**src/rtl/reg_wr_decoder_if.sv**
```systemverilog
// reg_wr_decoder_if
//   Bundles the issue, writeback and scoreboard signals of reg_wr_decoder.
//   slave  : decoder side (issue/writeback inputs, enables/scoreboard outputs)
//   master : driver side (control FSM, writeback stage, testbench)
//   Signals:
//     iss_valid, iss_addr[SEL_W] -> issue request and destination register
//     iss_ready                  <- issue accepted when iss_valid & iss_ready
//     wb_valid, wb_addr[SEL_W]   -> writeback strobe and destination register
//     flush                      -> discard all pending writes
//     wr_en[NREG]                <- registered one-hot register-file write enable
//     busy[NREG], busy_cnt[CNT_W]<- pending-write scoreboard and its popcount
//     wb_err                     <- only when REG_WR_DEC_CHK_EN is defined
interface reg_wr_decoder_if #(
    parameter int SEL_W = 4,
    parameter int CNT_W = SEL_W + 1
);
    localparam int NREG = 2 ** SEL_W;

    logic             iss_valid;
    logic [SEL_W-1:0] iss_addr;
    logic             iss_ready;
    logic             wb_valid;
    logic [SEL_W-1:0] wb_addr;
    logic             flush;
    logic [NREG-1:0]  wr_en;
    logic [NREG-1:0]  busy;
    logic [CNT_W-1:0] busy_cnt;
`ifdef REG_WR_DEC_CHK_EN
    logic             wb_err;
`endif

    modport slave (
        input  iss_valid, iss_addr, wb_valid, wb_addr, flush,
`ifdef REG_WR_DEC_CHK_EN
        output wb_err,
`endif
        output iss_ready, wr_en, busy, busy_cnt
    );

    modport master (
        output iss_valid, iss_addr, wb_valid, wb_addr, flush,
`ifdef REG_WR_DEC_CHK_EN
        input  wb_err,
`endif
        input  iss_ready, wr_en, busy, busy_cnt
    );
endinterface

```
**src/rtl/reg_wr_decoder.sv**
```systemverilog
// reg_wr_decoder
//   Register-file write-select decoder with a pending-write scoreboard.
//   Decodes the writeback address into a registered one-hot write enable and
//   tracks which destinations have an issued-but-not-written-back result so
//   the control FSM can stall on a busy destination.
//   Optional feature macro: REG_WR_DEC_CHK_EN adds wb_err, a registered
//   one-cycle pulse flagging a writeback to a register that was not busy.
//   Ports:
//     i_clk   : system clock, all state on rising edge
//     i_rst_n : synchronous reset, active low
//     bus     : reg_wr_decoder_if.slave (issue, writeback, flush, wr_en,
//               busy, busy_cnt, optional wb_err)
module reg_wr_decoder #(
    parameter int SEL_W = 4,
    parameter int CNT_W = SEL_W + 1
) (
    input  logic                  i_clk,
    input  logic                  i_rst_n,
    reg_wr_decoder_if.slave       bus
);
    localparam int NREG = 2 ** SEL_W;
    localparam logic [NREG-1:0] ONE_HOT_0 = NREG'(1);

    logic [NREG-1:0]  r_wr_en;
    logic [NREG-1:0]  r_busy;
    logic [CNT_W-1:0] r_busy_cnt;

    logic             w_iss_ready;
    logic             w_iss_acc;
    logic             w_wb_clr;
    logic [NREG-1:0]  w_busy_nxt;
    logic [CNT_W-1:0] w_cnt_nxt;
    logic [NREG-1:0]  w_wr_en_nxt;

    // No bypass from a same-cycle writeback: a busy destination stalls even
    // if its result is being written back right now.
    assign w_iss_ready = ~bus.flush & ~r_busy[bus.iss_addr];
    assign w_iss_acc   = bus.iss_valid & w_iss_ready;
    assign w_wb_clr    = bus.wb_valid & r_busy[bus.wb_addr];

    always_comb begin
        w_busy_nxt = r_busy;
        if (bus.flush) begin
            w_busy_nxt = '0;
        end else begin
            // Clear before set: an accepted issue to a non-busy register
            // coinciding with an untracked writeback to it stays pending.
            if (bus.wb_valid) w_busy_nxt[bus.wb_addr] = 1'b0;
            if (w_iss_acc)    w_busy_nxt[bus.iss_addr] = 1'b1;
        end
    end

    // An accepted issue and a clearing writeback can never target the same
    // register (issue requires the bit clear), so deltas net exactly.
    always_comb begin
        w_cnt_nxt = r_busy_cnt;
        if (bus.flush) begin
            w_cnt_nxt = '0;
        end else if (w_iss_acc && !w_wb_clr) begin
            w_cnt_nxt = r_busy_cnt + CNT_W'(1);
        end else if (!w_iss_acc && w_wb_clr) begin
            w_cnt_nxt = r_busy_cnt - CNT_W'(1);
        end
    end

    assign w_wr_en_nxt = bus.wb_valid ? (ONE_HOT_0 << bus.wb_addr) : '0;

    always_ff @(posedge i_clk) begin
        if (!i_rst_n) begin
            r_wr_en    <= '0;
            r_busy     <= '0;
            r_busy_cnt <= '0;
        end else begin
            r_wr_en    <= w_wr_en_nxt;
            r_busy     <= w_busy_nxt;
            r_busy_cnt <= w_cnt_nxt;
        end
    end

`ifdef REG_WR_DEC_CHK_EN
    logic r_wb_err;

    always_ff @(posedge i_clk) begin
        if (!i_rst_n) begin
            r_wb_err <= 1'b0;
        end else begin
            r_wb_err <= bus.wb_valid & ~r_busy[bus.wb_addr] & ~bus.flush;
        end
    end

    assign bus.wb_err = r_wb_err;
`endif

    assign bus.iss_ready = w_iss_ready;
    assign bus.wr_en     = r_wr_en;
    assign bus.busy      = r_busy;
    assign bus.busy_cnt  = r_busy_cnt;
endmodule

```
**src/flat_wrapper.sv**
```systemverilog
// flat-port wrapper written by rule: the top's interface ports become plain ports
module reg_wr_decoder_flat 
#(
    parameter int SEL_W = 4,
    parameter int CNT_W = SEL_W + 1
)
  (i_clk, i_rst_n, bus_iss_valid, bus_iss_addr, bus_wb_valid, bus_wb_addr, bus_flush, bus_iss_ready, bus_wr_en, bus_busy, bus_busy_cnt);
  reg_wr_decoder_if #(.SEL_W(SEL_W), .CNT_W(CNT_W)) bus_i ();
  input  logic i_clk;
  input  logic i_rst_n;
  input wire logic [$bits(bus_i.iss_valid)-1:0] bus_iss_valid;
  input wire logic [$bits(bus_i.iss_addr)-1:0] bus_iss_addr;
  input wire logic [$bits(bus_i.wb_valid)-1:0] bus_wb_valid;
  input wire logic [$bits(bus_i.wb_addr)-1:0] bus_wb_addr;
  input wire logic [$bits(bus_i.flush)-1:0] bus_flush;
  output wire logic [$bits(bus_i.iss_ready)-1:0] bus_iss_ready;
  output wire logic [$bits(bus_i.wr_en)-1:0] bus_wr_en;
  output wire logic [$bits(bus_i.busy)-1:0] bus_busy;
  output wire logic [$bits(bus_i.busy_cnt)-1:0] bus_busy_cnt;
  assign bus_i.iss_valid = bus_iss_valid;
  assign bus_i.iss_addr = bus_iss_addr;
  assign bus_i.wb_valid = bus_wb_valid;
  assign bus_i.wb_addr = bus_wb_addr;
  assign bus_i.flush = bus_flush;
  assign bus_iss_ready = bus_i.iss_ready;
  assign bus_wr_en = bus_i.wr_en;
  assign bus_busy = bus_i.busy;
  assign bus_busy_cnt = bus_i.busy_cnt;
  reg_wr_decoder #(.SEL_W(SEL_W), .CNT_W(CNT_W)) u_core (.i_clk(i_clk), .i_rst_n(i_rst_n), .bus(bus_i));
endmodule
```
**config.mk**
```make
export PLATFORM = sky130hd
export DESIGN_NAME = reg_wr_decoder_flat
export DESIGN_NICKNAME = d
export VERILOG_FILES = /design/src/rtl/reg_wr_decoder_if.sv /design/src/rtl/reg_wr_decoder.sv /design/src/flat_wrapper.sv
export SDC_FILE = /design/constraint.sdc
export NUM_CORES = 1
export LEC_CHECK = 0
export BUFFER_PORTS_ARGS = -buffer_cell sky130_fd_sc_hd__buf_2
export CAP_MARGIN = 20
export CORE_UTILIZATION = 40
export DETAILED_ROUTE_END_ITERATION = 6
export PLACE_DENSITY = 0.67
export SLEW_MARGIN = 15
export SYNTH_ARGS = -nofsm -noshare
export SYNTH_HDL_FRONTEND = slang
export SYNTH_SLANG_ARGS = --single-unit
```
**constraint.sdc**
```tcl
create_clock -name i_clk -period 7.6 [get_ports i_clk]
set_input_delay 0.76 -clock i_clk [delete_from_list [all_inputs] [get_ports i_clk]]
set_output_delay 0.76 -clock i_clk [all_outputs]
set_load 0.02 [all_outputs]
```
Word level (Yosys, flattened, before mapping)
Index checks and enable logic that the tools add are counted.

Flip-flop bits (word level): 37. Latch bits: 0. RAM bits: 0. Memory bits (read-only): 0. Input port bits: 13. Logic and storage cells: 41. Memories kept: 0.

Add/sub/neg operators: 2. Multiply operators: 0. Div/mod/pow operators: 0. $lt $le $gt $ge: 4. Eq/ne operators: 0. Shift-type cells: 1. Muxes and demuxes: 13. Bitwise logic cells: 9. Reduce and logical (&&, ||, !) cells: 9.

Operators with widths (number): $mux 16 (3); $and 16x16->16 (1); $not 16->16 (1); $or 16x16->16 (1); $shl 1x4->16 const A (1); $lt 4x5->1 const B (2); $mux 5 (2); $bmux 1 s4 (2); $demux 1 s4 (2); $ge 4x1->1 const B (2); $add 5x1->5 const B (1); $sub 5x1->5 const B (1); $logic_and 1x1->1 (4); $mux 1 (4); $and 1x1->1 (3); $not 1->1 (3); $logic_not 1->1 (2); $reduce_and 2->1 (1); $reduce_bool 2->1 (1); $reduce_or 2->1 (1).

Depth between registers and ports, before layout
Depth in word-level cells: 10. Mapped depth: 13. Gate-level depth less buffers: 13.

Worst setup path before layout
No wires, ideal clock.

Path type: input to register. Start: in bus_iss_addr[0]. End: reg u_core.r_busy_cnt[4] (netlist: u_core.bus.busy_cnt[4]). Library setup time: 0.118 ns. Arrival time: 3.557 ns. Required time: 7.482 ns. Setup slack: 3.925 ns. Stages on the path: 12. Buffers on the path: 0. Cells stage by stage: mux4_2 -> mux2_2 -> a211oi_2 -> and2_1 -> ha_1 -> inv_1 -> ha_1 -> nor2b_1 -> o21a_1 -> or3_1 -> a21o_1 -> mux2i_1.

Longest elaborated chain between the ends: 8. Elaborated cells between the ends (all ways): 10. Classes of those cells: mux (3); bitwise (3); reduce/logical (4).

Ends and longest elaborated chain: from (decl) (RTL line flat_wrapper.sv:12) `input wire logic [$bits(bus_i.iss_addr)-1:0] bus_iss_addr;`; $bmux 1 s4 * (RTL line reg_wr_decoder.sv:37) `assign w_iss_ready = ~bus.flush & ~r_busy[bus.iss_addr];`; $mux 1 (implied by the code) * (RTL line reg_wr_decoder.sv:37); $not 1->1 * (RTL line reg_wr_decoder.sv:37); $and 1x1->1 * (RTL line reg_wr_decoder.sv:37); named net bus_iss_ready (RTL line flat_wrapper.sv:16) `output wire logic [$bits(bus_i.iss_ready)-1:0] bus_iss_ready;`; $and 1x1->1 * (RTL line reg_wr_decoder.sv:38) `assign w_iss_acc = bus.iss_valid & w_iss_ready;`; $logic_not 1->1 (RTL line reg_wr_decoder.sv:61) `end else if (!w_iss_acc && w_wb_clr) begin`; $logic_and 1x1->1 (RTL line reg_wr_decoder.sv:61); $reduce_bool 2->1 (no line); to (signal assigned) (RTL line reg_wr_decoder.sv:76) `r_busy_cnt <= w_cnt_nxt;`; to (decl) (RTL line reg_wr_decoder.sv:26) `logic [CNT_W-1:0] r_busy_cnt;`.

Mark *: on every way through the listed nets, which the timed path passes. The rest lies on a longest branch. The select of a mux whose other input is x is not followed. A chain may end at the register's enable or synchronous reset.

Worst setup path after layout
Start: in bus_iss_addr[1]. End: reg u_core.r_busy_cnt[4] (netlist: u_core.bus.busy_cnt[4]).

Longest elaborated chain between the ends: 8. Elaborated cells between the ends (all ways): 10. Classes of those cells: mux (3); bitwise (3); reduce/logical (4).

Ends and longest elaborated chain (RTL line): $bmux 1 s4 * (reg_wr_decoder.sv:37); $mux 1 (implied by the code) * (reg_wr_decoder.sv:37); $not 1->1 * (reg_wr_decoder.sv:37); $and 1x1->1 * (reg_wr_decoder.sv:37); $and 1x1->1 * (reg_wr_decoder.sv:38); $logic_not 1->1 (reg_wr_decoder.sv:61); $logic_and 1x1->1 (reg_wr_decoder.sv:61); $reduce_bool 2->1 (no line).

Every way passes the cells marked *; elsewhere a longest branch is shown, timed or not. The select of a mux whose other input is x is not followed.

==> results.md <==
- Skew final: 0.00678 ns
- RR Endpoint: u_core.bus.busy_cnt[4]$_SDFFE_PP0P_
- Layout area overhead: 22.0%
- Primary FF master, synth: dfxtp_1
- Worst Path Required: 7.79 ns
- Multi-input gate area: 985 um2
- Diode count: 0
- CTS Sinks: 37
- Sequential area share after synthesis: 41.5%
- Reg2reg setup slack: 4.48 ns
- Vias in the first global route: 1489
- WS Path Type: input pin to flop
- Post-synth EDFFs: 0
- Number of max-cap violations: 0
- Actual slew at the worst max-slew pin: 0.550 ns
- Peak VDD IR: 0.000103 V
- PostCTS Resize Cnt: 0
- Row count: 23
- Ys Warns: 0
- Share of cells above drive strength 1: 31.6%
- Setup crit end kind: flop
- Gr ovfl total: 0
- Max Fanout on Critical Path: 14
- Fin nets: 249
- Detailed placer's ending HPWL: 3.26 mm
- Initial DRC Count: 123
- H-tree level count: 2
- Psw: 0.000109 W
- I/O Buffers: 50
- Fillers: 411
- Clk_lat worst skew: 0.30 ns
- Yosys top cell area share: 41.5%
- Syn Nets: 201
- R2R depth: 13
- Slew headroom: 63.2%
- Final slew viol count: 0
- Synth unique cells: 33
- I/O pins: 51
- Sw frac: 25.9%
- Pre-antenna DRT Iters: 4
- Pleak: 0.929 nW
- Internal power: 0.000311 W
- Final GP Congestion: 0.931
- Synth Instances: 182
- CTS root buf: clkbuf_8
- Critical Path AT: 3.78 ns
- Mapped Area: 1790 um2
- Die extent in x: 68.8 um
- Syn avg cell area: 9.82 um2
- Remaining DRCs: 0
- Post-synth top area cell: dfxtp_1
- Core footprint: 4140 um2
- Setup TNS: 0 ns
- Clock Power Share: 41.9%
- P per Cell Area: 193 nW/um2
- Startpoint types: input pin
- WHS Path Cells: 2
- Final Hold Fails: 0
- Fmax: 279 MHz
- Pre-CTS setup slack: 3.68 ns
- Register area: 741 um2
- Status: completed
- Async S/R FF share, synth: 0%
- Initial antenna violation count: 0
- Die Height: 68.8 um
- Avg Vias per Cell: 5.54
- Seq cells post-synth: 37
- Number of buffers created by CTS: 5
- # setup viols final: 0
- Clock Tree Buf Depth: 2
- Initial Util: 43.1%
- Final worst path period need: 3.59 ns
- Vias: 1557
- Clock transition at path regs: 0.08 ns
- ANT nets after route: 0
- Wirelength per Cell: 16.0 um
- Sequential Power Share: 47.1%
- Die footprint: 4740 um2
- Total GRT Usage: 21.9%
- Final wirelength: 4.49 mm
- First-pass GRT wire length: 7.51 mm
- R2R Path Start: u_core.bus.busy[6]$_SDFF_PP0_
- Hold path start: u_core.bus.busy_cnt[4]$_SDFFE_PP0P_
- Class of the worst hold path: flop to flop
- CTS tree: yes
- Synth top area cells: dfxtp_1 (41%), mux4_2 (10%), a32o_1 (7.8%), nor2_1 (4.4%), nand2_1 (4.2%)
- RSZ-0062 raised after global routing: false
- Gate power share: 11.0%
- Hold endpoint: u_core.bus.busy_cnt[4]$_SDFFE_PP0P_
- Fin crit share: 47.2%
- Hold Buf Count CTS: 0
- Setup bufs post-CTS: 0
- Largest net degree at the start of global routing: 20
- Setup WS post-layout: 4.01 ns
==> registers in the layout (all words and copies together), names as in the netlist <==
name,cells
u_core.bus.busy_cnt,5
u_core.bus.wr_en,16
u_core.bus.busy,16
==> power by group through the flow <==
| stage | clock, W | combinational, W | sequential (W) |
|---|---|---|---|
| detailed placement | 0 | 0.0000456 | 0.000202 |
| CTS | 0.000177 | 0.0000461 | 0.000198 |
| global placement | 0 | 0.0000448 | 0.000202 |
| finish | 0.000176 | 0.0000460 | 0.000198 |
| global route | 0.000185 | 0.0000512 | 0.000198 |
| floorplan | 0 | 0.0000286 | 0.000205 |
==> final cells by class <==
cell class	instances	area share, %
Clock buffer	5	3.16
Timing Repair Buffer	51	11.8
Sequential cell	37	34.0
Clock inverter	3	2.12
Multi-Input combinational cell	130	45.2
Inverter	5	0.861
Tap cell	50	2.87
==> synthesized netlist by cell type (4+ instances only) <==
master	number
a32o_1	14
and2_1	5
clkbuf_1	7
dfxtp_1	37
ha_1	5
inv_1	5
mux4_2	8
nand2_1	20
nand2b_1	4
nand3_1	8
nor2_1	21
nor2b_1	11
nor3_1	5
==> layer usage <==
layer | GRT usage, % | routed length [um] | up-vias
li1 | - | - | 753
met1 | 29.5 | 2050 | 728
met2 | 34.9 | 2100 | 66
met3 | 4.44 | 267 | 10
met4 | 6.89 | 70 | 0
met5 | 0 | 0 | -
==> worst max-delay path: stages <==
cell	delay (ns)
buf_2	0.26
mux2_2	0.37
nor3b_1	0.39
a2111oi_2	0.11
a211oi_2	0.23
and2_1	0.15
ha_1	0.21
inv_1	0.11
ha_1	0.29
nor2b_1	0.13
o21a_1	0.17
or3_1	0.30
a21o_1	0.19
mux2i_1	0.11
==> metrics by stage <==
step / power, W / utilization (%) / instances / cell area, um2 / hold WS (ns)
5_1_grt: 0.000434 / 52.6 / 281 / 2180 / 0.511
3_3_place_gp: 0.000247 / 49.8 / 273 / 2060 / 0.461
3_5_place_dp: 0.000248 / 49.8 / 273 / 2060 / 0.465
4_1_cts: 0.000420 / 52.6 / 281 / 2180 / 0.475
6_report: 0.000420 / 52.6 / 281 / 2180 / 0.476
2_1_floorplan: 0.000234 / - / 182 / 1790 / 0.544
==> worst max-delay path by stage <==
| stage | startpoint | end | slack (ns) | cells after the start |
|---|---|---|---|---|
| 2_1_floorplan | bus_iss_addr[0] | u_core.bus.busy_cnt[4]$_SDFFE_PP0P_ | 3.93 | 12 |
| 3_3_place_gp | bus_iss_addr[1] | u_core.bus.busy_cnt[4]$_SDFFE_PP0P_ | 3.80 | 14 |
| 3_5_place_dp | bus_iss_addr[1] | u_core.bus.busy_cnt[4]$_SDFFE_PP0P_ | 3.68 | 14 |
| 4_1_cts | bus_iss_addr[1] | u_core.bus.busy_cnt[4]$_SDFFE_PP0P_ | 4.00 | 14 |
| 5_1_grt | bus_iss_addr[1] | u_core.bus.busy_cnt[4]$_SDFFE_PP0P_ | 3.78 | 14 |
| 6_report | bus_iss_addr[1] | u_core.bus.busy_cnt[4]$_SDFFE_PP0P_ | 4.01 | 14 |
==> placed cells by master, fill, tap and decap left out, types with 2 or more instances in the layout <==
| master | count |
|---|---|
| buf_2 | 50 |
| dfxtp_1 | 37 |
| nor2_1 | 21 |
| nand2_1 | 20 |
| a32o_1 | 14 |
| nor2b_1 | 11 |
| mux4_2 | 8 |
| nand3_1 | 8 |
| inv_1 | 5 |
| and2_1 | 5 |
| nor3_1 | 5 |
| ha_1 | 5 |
| clkbuf_8 | 5 |
| nand2b_1 | 4 |
| mux2i_1 | 3 |
| o21ai_0 | 3 |
| a21oi_1 | 3 |
| xor2_1 | 3 |
| mux2_2 | 2 |
| nor3b_1 | 2 |
| a2111oi_2 | 2 |
| nand4_1 | 2 |
==> cells by family after synthesis <==
group	after synthesis	synth area share [%]
AO/OA/AOI/OAI	27	13.8
XOR/XNOR	3	1.47
adder cells (fa/ha/maj)	6	4.62
buffers and inverters	15	3.43
flip-flops	37	41.5
multiplexers	13	13.0
AND/OR/NAND/NOR	81	22.2
No activity file was read; power rests on OpenSTA's default activity.
